## src/rtl/sipo_pkg.sv

```systemverilog
// Shared types and constants for the serial-to-parallel receive path.
package sipo_pkg;

  localparam int DEFAULT_WIDTH = 4;

  typedef enum logic [1:0] {
    HUNT   = 2'd0,
    SHIFT  = 2'd1,
    PARITY = 2'd2
  } sipo_state_e;

  // Bits needed to hold any value in 0..value-1.
  function automatic int clog2(input int value);
    int r;
    r = 0;
    while ((1 << r) < value) r++;
    return r;
  endfunction

endpackage

```

## src/rtl/sipo_out_stage.sv

```systemverilog
// One-word holding register on the parallel side; flags a completed word that
// arrives while the held word has not been taken (overrun).
module sipo_out_stage
  import sipo_pkg::*;
#(
  parameter int WIDTH = DEFAULT_WIDTH
) (
  input  logic             i_clk,
  input  logic             i_rst_n,
  input  logic             i_load,
  input  logic [WIDTH-1:0] i_data,
  input  logic             i_ready,
  output logic [WIDTH-1:0] o_data,
  output logic             o_valid,
  output logic             o_overrun
);

  logic [WIDTH-1:0] r_data;
  logic             r_valid;
  logic             r_overrun;
  logic             w_free;

  // Valid/ready: a word moves when o_valid and i_ready are both 1 at a rising
  // edge; while o_valid=1 and i_ready=0, o_data and o_valid hold still.
  assign w_free = !r_valid || i_ready;

  always_ff @(posedge i_clk or negedge i_rst_n) begin
    if (!i_rst_n) begin
      r_data    <= '0;
      r_valid   <= 1'b0;
      r_overrun <= 1'b0;
    end else begin
      r_overrun <= 1'b0;
      if (i_load) begin
        if (w_free) begin
          r_data  <= i_data;
          r_valid <= 1'b1;
        end else begin
          r_overrun <= 1'b1;
        end
      end else if (r_valid && i_ready) begin
        r_valid <= 1'b0;
      end
    end
  end

  assign o_data    = r_data;
  assign o_valid   = r_valid;
  assign o_overrun = r_overrun;

endmodule

```

## src/rtl/sipo_deserializer.sv

```systemverilog
// Framed serial-to-parallel receiver with sof alignment and holding buffer.
// Define SIPO_PARITY_EN to append and check a trailing even-parity bit per frame.
module sipo_deserializer
  import sipo_pkg::*;
#(
  parameter int WIDTH     = DEFAULT_WIDTH,
  parameter bit MSB_FIRST = 1'b1
) (
  input  logic             clk,
  input  logic             rst,
  input  logic             sin,
  input  logic             sin_valid,
  input  logic             sof,
  output logic [WIDTH-1:0] dout,
  output logic             dout_valid,
  input  logic             dout_ready,
  output logic             overrun,
  output logic             frame_err,
`ifdef SIPO_PARITY_EN
  output logic             parity_err,
`endif
  output logic [1:0]       o_dbg_state
);

  localparam int                CNT_W    = clog2(WIDTH + 1);
  localparam logic [CNT_W-1:0]  LAST_CNT = CNT_W'(WIDTH);

  sipo_state_e      r_state;
  sipo_state_e      w_state_nxt;
  logic [CNT_W-1:0] r_cnt;
  logic [CNT_W-1:0] w_cnt_nxt;
  logic [CNT_W-1:0] w_cnt_inc;
  logic [WIDTH-1:0] r_shift;
  logic [WIDTH-1:0] w_shift_nxt;
  logic [WIDTH-1:0] w_base;
  logic [WIDTH-1:0] w_shifted;
  logic [WIDTH-1:0] w_word;
  logic             w_load;
  logic             w_frame_err;
  logic             r_frame_err;
  logic             w_parity_err;
`ifdef SIPO_PARITY_EN
  logic             r_parity_err;
`endif

  always_ff @(posedge clk or negedge rst) begin
    if (!rst) begin
      r_state     <= HUNT;
      r_cnt       <= '0;
      r_shift     <= '0;
      r_frame_err <= 1'b0;
`ifdef SIPO_PARITY_EN
      r_parity_err <= 1'b0;
`endif
    end else begin
      r_state     <= w_state_nxt;
      r_cnt       <= w_cnt_nxt;
      r_shift     <= w_shift_nxt;
      r_frame_err <= w_frame_err;
`ifdef SIPO_PARITY_EN
      r_parity_err <= w_parity_err;
`endif
    end
  end

  always_comb begin
    // A sof bit restarts assembly from an empty register, dropping any partial word.
    w_base = sof ? '0 : r_shift;
    if (MSB_FIRST) w_shifted = {w_base[WIDTH-2:0], sin};
    else           w_shifted = {sin, w_base[WIDTH-1:1]};
    w_cnt_inc = (sof ? '0 : r_cnt) + CNT_W'(1);

    w_state_nxt  = r_state;
    w_cnt_nxt    = r_cnt;
    w_shift_nxt  = r_shift;
    w_word       = w_shifted;
    w_load       = 1'b0;
    w_frame_err  = 1'b0;
    w_parity_err = 1'b0;

    if (sin_valid) begin
      w_frame_err = sof && (r_state != HUNT);
      if (sof || r_state == SHIFT) begin
        w_shift_nxt = w_shifted;
        w_cnt_nxt   = w_cnt_inc;
        w_state_nxt = SHIFT;
        if (w_cnt_inc == LAST_CNT) begin
`ifdef SIPO_PARITY_EN
          w_state_nxt = PARITY;
`else
          w_state_nxt = HUNT;
          w_cnt_nxt   = '0;
          w_load      = 1'b1;
`endif
        end
      end
`ifdef SIPO_PARITY_EN
      else if (r_state == PARITY) begin
        w_state_nxt = HUNT;
        w_cnt_nxt   = '0;
        w_word      = r_shift;
        if ((^r_shift) == sin) w_load = 1'b1;
        else                   w_parity_err = 1'b1;
      end
`endif
    end
  end

  sipo_out_stage #(
    .WIDTH (WIDTH)
  ) u_out_stage (
    .i_clk     (clk),
    .i_rst_n   (rst),
    .i_load    (w_load),
    .i_data    (w_word),
    .i_ready   (dout_ready),
    .o_data    (dout),
    .o_valid   (dout_valid),
    .o_overrun (overrun)
  );

  assign frame_err   = r_frame_err;
  assign o_dbg_state = r_state;
`ifdef SIPO_PARITY_EN
  assign parity_err  = r_parity_err;
`else
  logic w_unused;
  assign w_unused = w_parity_err;
`endif

endmodule

```

## config.mk

```make
export PLATFORM = sky130hd
export DESIGN_NAME = sipo_deserializer
export DESIGN_NICKNAME = d
export VERILOG_FILES = /design/src/rtl/sipo_pkg.sv /design/src/rtl/sipo_out_stage.sv /design/src/rtl/sipo_deserializer.sv
export SDC_FILE = /design/constraint.sdc
export NUM_CORES = 1
export LEC_CHECK = 0
export CAP_MARGIN = 20
export CELL_PAD_IN_SITES_DETAIL_PLACEMENT = 1
export CELL_PAD_IN_SITES_GLOBAL_PLACEMENT = 1
export CORE_MARGIN = 4
export CORE_UTILIZATION = 38
export DETAILED_ROUTE_END_ITERATION = 10
export PLACE_DENSITY = 0.8
export RECOVER_POWER = 100
export SLEW_MARGIN = 10
export SYNTH_ARGS = -nofsm -noshare
export SYNTH_HDL_FRONTEND = slang
export SYNTH_HIERARCHICAL = 1
export SYNTH_SLANG_ARGS = --single-unit
```

## constraint.sdc

```tcl
create_clock -name clk -period 2.32 [get_ports clk]
set_input_delay 0.58 -clock clk [delete_from_list [all_inputs] [get_ports clk]]
set_output_delay 0.58 -clock clk [all_outputs]
set_load 0.01 [all_outputs]
```

==> impl_metrics.env <==
export IMPL_fmax_mhz=489
export IMPL_async_flop_share_pct=100
export IMPL_whs_ns=0.499
export IMPL_synthCells=64
export IMPL_fin_total_pwr_uw=798
export IMPL_path_cells="dlygate4sd3_1 > clkbuf_1 > o21ai_0 > mux2_2"
export IMPL_dpl_cell_area_um2=925
export IMPL_leakage_uw=0.000448
export IMPL_clkSinkCount=14
export IMPL_max_vdd_ir_drop_uv=427
export IMPL_cts_tree="built"
export IMPL_setup_tns_ns=0
export IMPL_status="complete, no violations"
export IMPL_grt_max_degree=15
export IMPL_nets=95
export IMPL_synth_edf_count=0
export IMPL_seqPwrFrac_pct=43.0
export IMPL_slew_headroom_pct=56.5
export IMPL_synth_xor_area_share_pct=0
export IMPL_crit_path_top_delay_cell="dlygate4sd3_1"
export IMPL_synth_top_area_share_pct=48.0
export IMPL_fin_crit_ns=2.04
export IMPL_fin_crit_sh_pct=88.1
export IMPL_p_sw_uw=251
export IMPL_worst_pin_slew_ns=0.650
export IMPL_cts_buffer_depth=2
export IMPL_vias=574
export IMPL_die_height_um=51.8
export IMPL_portBuffers=13
export IMPL_grt_pass1_vias=637
export IMPL_yosys_top_cells_count="14 x dfrtp_1, 5 x nor2b_1, 4 x mux2_4, 4 x nand2_1"
export IMPL_grt_pass1_wl_um=3050
export IMPL_yosys_area_share_simple_pct=17.2
export IMPL_cp_end_kind="register"
export IMPL_initial_core_util_pct=41.3
export IMPL_synthMuxAreaShare_pct=11.3
export IMPL_timing_final_max_slew_violations=0
export IMPL_syn_num_nets=72
export IMPL_post_cts_buffers=0
export IMPL_die_w_um=51.8
export IMPL_drc=0
export IMPL_synth_area_per_cell_um2=11.4
export IMPL_place_congestion=0.757
export IMPL_grt_overflow=0
export IMPL_initialDrtViolationCount=11
export IMPL_synth_fa_ha_area_share_pct=3.43
export IMPL_finish_utilization_pct=53.5
export IMPL_core_um2=1760
export IMPL_drt_wirelength_per_cell_um=15.5
export IMPL_ys_flop_type="dfrtp_1"
export IMPL_hpwl_um=1270
export IMPL_worstPathArrival_ns=2.21
export IMPL_h_tree_depth=1
export IMPL_maxCapViolCount=0
export IMPL_fin_area_um2=943
export IMPL_antenna_found_initial=0
export IMPL_sw_frac_of_total_pct=31.5
export IMPL_path_clk_slew_ns=0.09
export IMPL_critical_path_peak_fanout=12
export IMPL_clk_latency_ns=0.28
export IMPL_cts_hold_buf=0
export IMPL_yosysMostFrequentCell="dfrtp_1"
export IMPL_io_pins=15
export IMPL_insertedDiodeCount=0
export IMPL_via_per_inst=5.17
export IMPL_synth_top_area_cell="dfrtp_1"
export IMPL_combPwrFrac_pct=34.9
export IMPL_fillers=206
export IMPL_skew_ns=0.00979
export IMPL_synth_compound_area_share_pct=13.4
export IMPL_firstDrtPassIters=3
export IMPL_finalSetupViolations=0
export IMPL_hold_violations=0
export IMPL_required_ns=2.48
export IMPL_routed_wirelength_um=1720
export IMPL_synth_top_family_by_area="simple AND/OR/NAND/NOR gates"
export IMPL_cts_buffers=3
export IMPL_ys_types=27
export IMPL_synth_area_um2=729
export IMPL_grt_setup_unrepaired="no"
export IMPL_die_area_um2=2680
export IMPL_yosysSeqAreaShare_pct=48.0
export IMPL_power_internal_uw=547
export IMPL_final_layout_size_suffix_gt1_share_pct=20.9
export IMPL_ant_nets=0
export IMPL_cts_root_buf="clkbuf_4"
export IMPL_worst_setup_path_type="input pin to register"
export IMPL_area_growth_syn_to_layout_pct=29.3
export IMPL_synth_seq_cells=14
export IMPL_num_rows=15
export IMPL_setup_worst_path_start_class="input pin"
export IMPL_max_stage_delay_ns=0.56
export IMPL_hp_class="register to register"
export IMPL_yosysWarningCount=6
export IMPL_track_usage_pct=15.8
export IMPL_yosys_top_cells_area="dfrtp_1 48%, mux2_4 8.2%, nor2b_1 4.3%"
export IMPL_clock_power_share_pct=22.0
export IMPL_cellPowerDensity_nw_per_um2=846
-- registers in the layout, indices dropped and copies added (netlist names) --
register and flops:
r_cnt 3, u_out_stage/o_valid 1, r_shift 3, frame_err 1
u_out_stage/o_overrun 1, o_dbg_state 1, u_out_stage/o_data 4
-- what timing repair did --
item / in CTS / in global routing
pin swaps: 0 / 1
endpoints found under the setup margin: 4 / 4
gates resized for setup: 1 / 3
-- area by class of cell --
cell class                 count  area [µm²]  share of cell area [%]
multi-input combinational     43         318                    33.7
timing repair buffer          22         196                    20.8
tap                           25        31.3                    3.32
inverter                       3        11.3                    1.19
clock buffer                   4        36.3                    3.85
sequential                    14         350                    37.1
-- through the flow --
step / cells / worst slack (ns)
2_1_floorplan: 64 / 0.190
3_3_place_gp: 107 / -0.236
3_5_place_dp: 107 / -0.317
4_1_cts: 111 / 0.0785
5_1_grt: 111 / 0.203
6_report: 111 / 0.275
-- cells in the final DEF, fill, tap and decap left out, types with 2 or more instances in the layout --
cell type / n
nor2b_1: 4
o21a_1: 2
dfrtp_1: 14
clkdlybuf4s50_1: 2
ha_1: 2
mux2_2: 2
dlygate4sd3_1: 10
nand2_1: 4
o21ai_0: 2
o22ai_1: 2
nor2_1: 3
nand3_1: 3
a21oi_1: 3
buf_4: 8
inv_1: 3
mux2_1: 4
clkbuf_4: 3
-- power by group through the flow --
stage	Sequential, µW	Combinational, µW	Clock, µW
floorplan	353	168	0
global placement	344	289	0
detailed placement	350	303	0
CTS	346	309	181
global route	353	310	194
finish	344	279	176
-- kinds of logic (layout without fill, tap and decap cells) --
kind of cell	after synthesis	in the layout
DFF	14	14
buffers and inverters	7	29
and+or+nand+nor	20	20
AOI/OAI and AO/OA	14	14
other	1	1
adders and majority gates	2	2
muxes	6	6
-- path summary, 6_finish.rpt --
kind	start	endpoint	slack, ns	cells past startpoint
setup / recovery	sin_valid	r_cnt[1]$_DFFE_PN0P_	0.28	4
hold / removal	u_out_stage/o_data[3]$_DFFE_PN0P_	u_out_stage/o_data[3]$_DFFE_PN0P_	0.50	1
setup reg to reg	r_cnt[0]$_DFFE_PN0P_	u_out_stage/o_data[2]$_DFFE_PN0P_	0.35	7
hold reg to reg	u_out_stage/o_data[3]$_DFFE_PN0P_	u_out_stage/o_data[3]$_DFFE_PN0P_	0.50	1
max in group asynchronous	rst	r_cnt[0]$_DFFE_PN0P_	1.14	1
min in group asynchronous	rst	o_dbg_state[0]$_DFFE_PN0P_	0.75	1
-- critical path, delay by kind of cell --
family | cells | cell delay, ns
buf+inv | 2 | 0.98
mux | 1 | 0.34
compound gates | 1 | 0.31
-- per-layer routing --
layer	track usage, %	up-vias	share of wire (%)
li1	-	268	-
met1	17.9	287	40
met2	27.8	15	54
met3	5.73	4	4.5
met4	3.93	0	1.7
met5	0	-	0
Power figures use the tool's default switching activity.
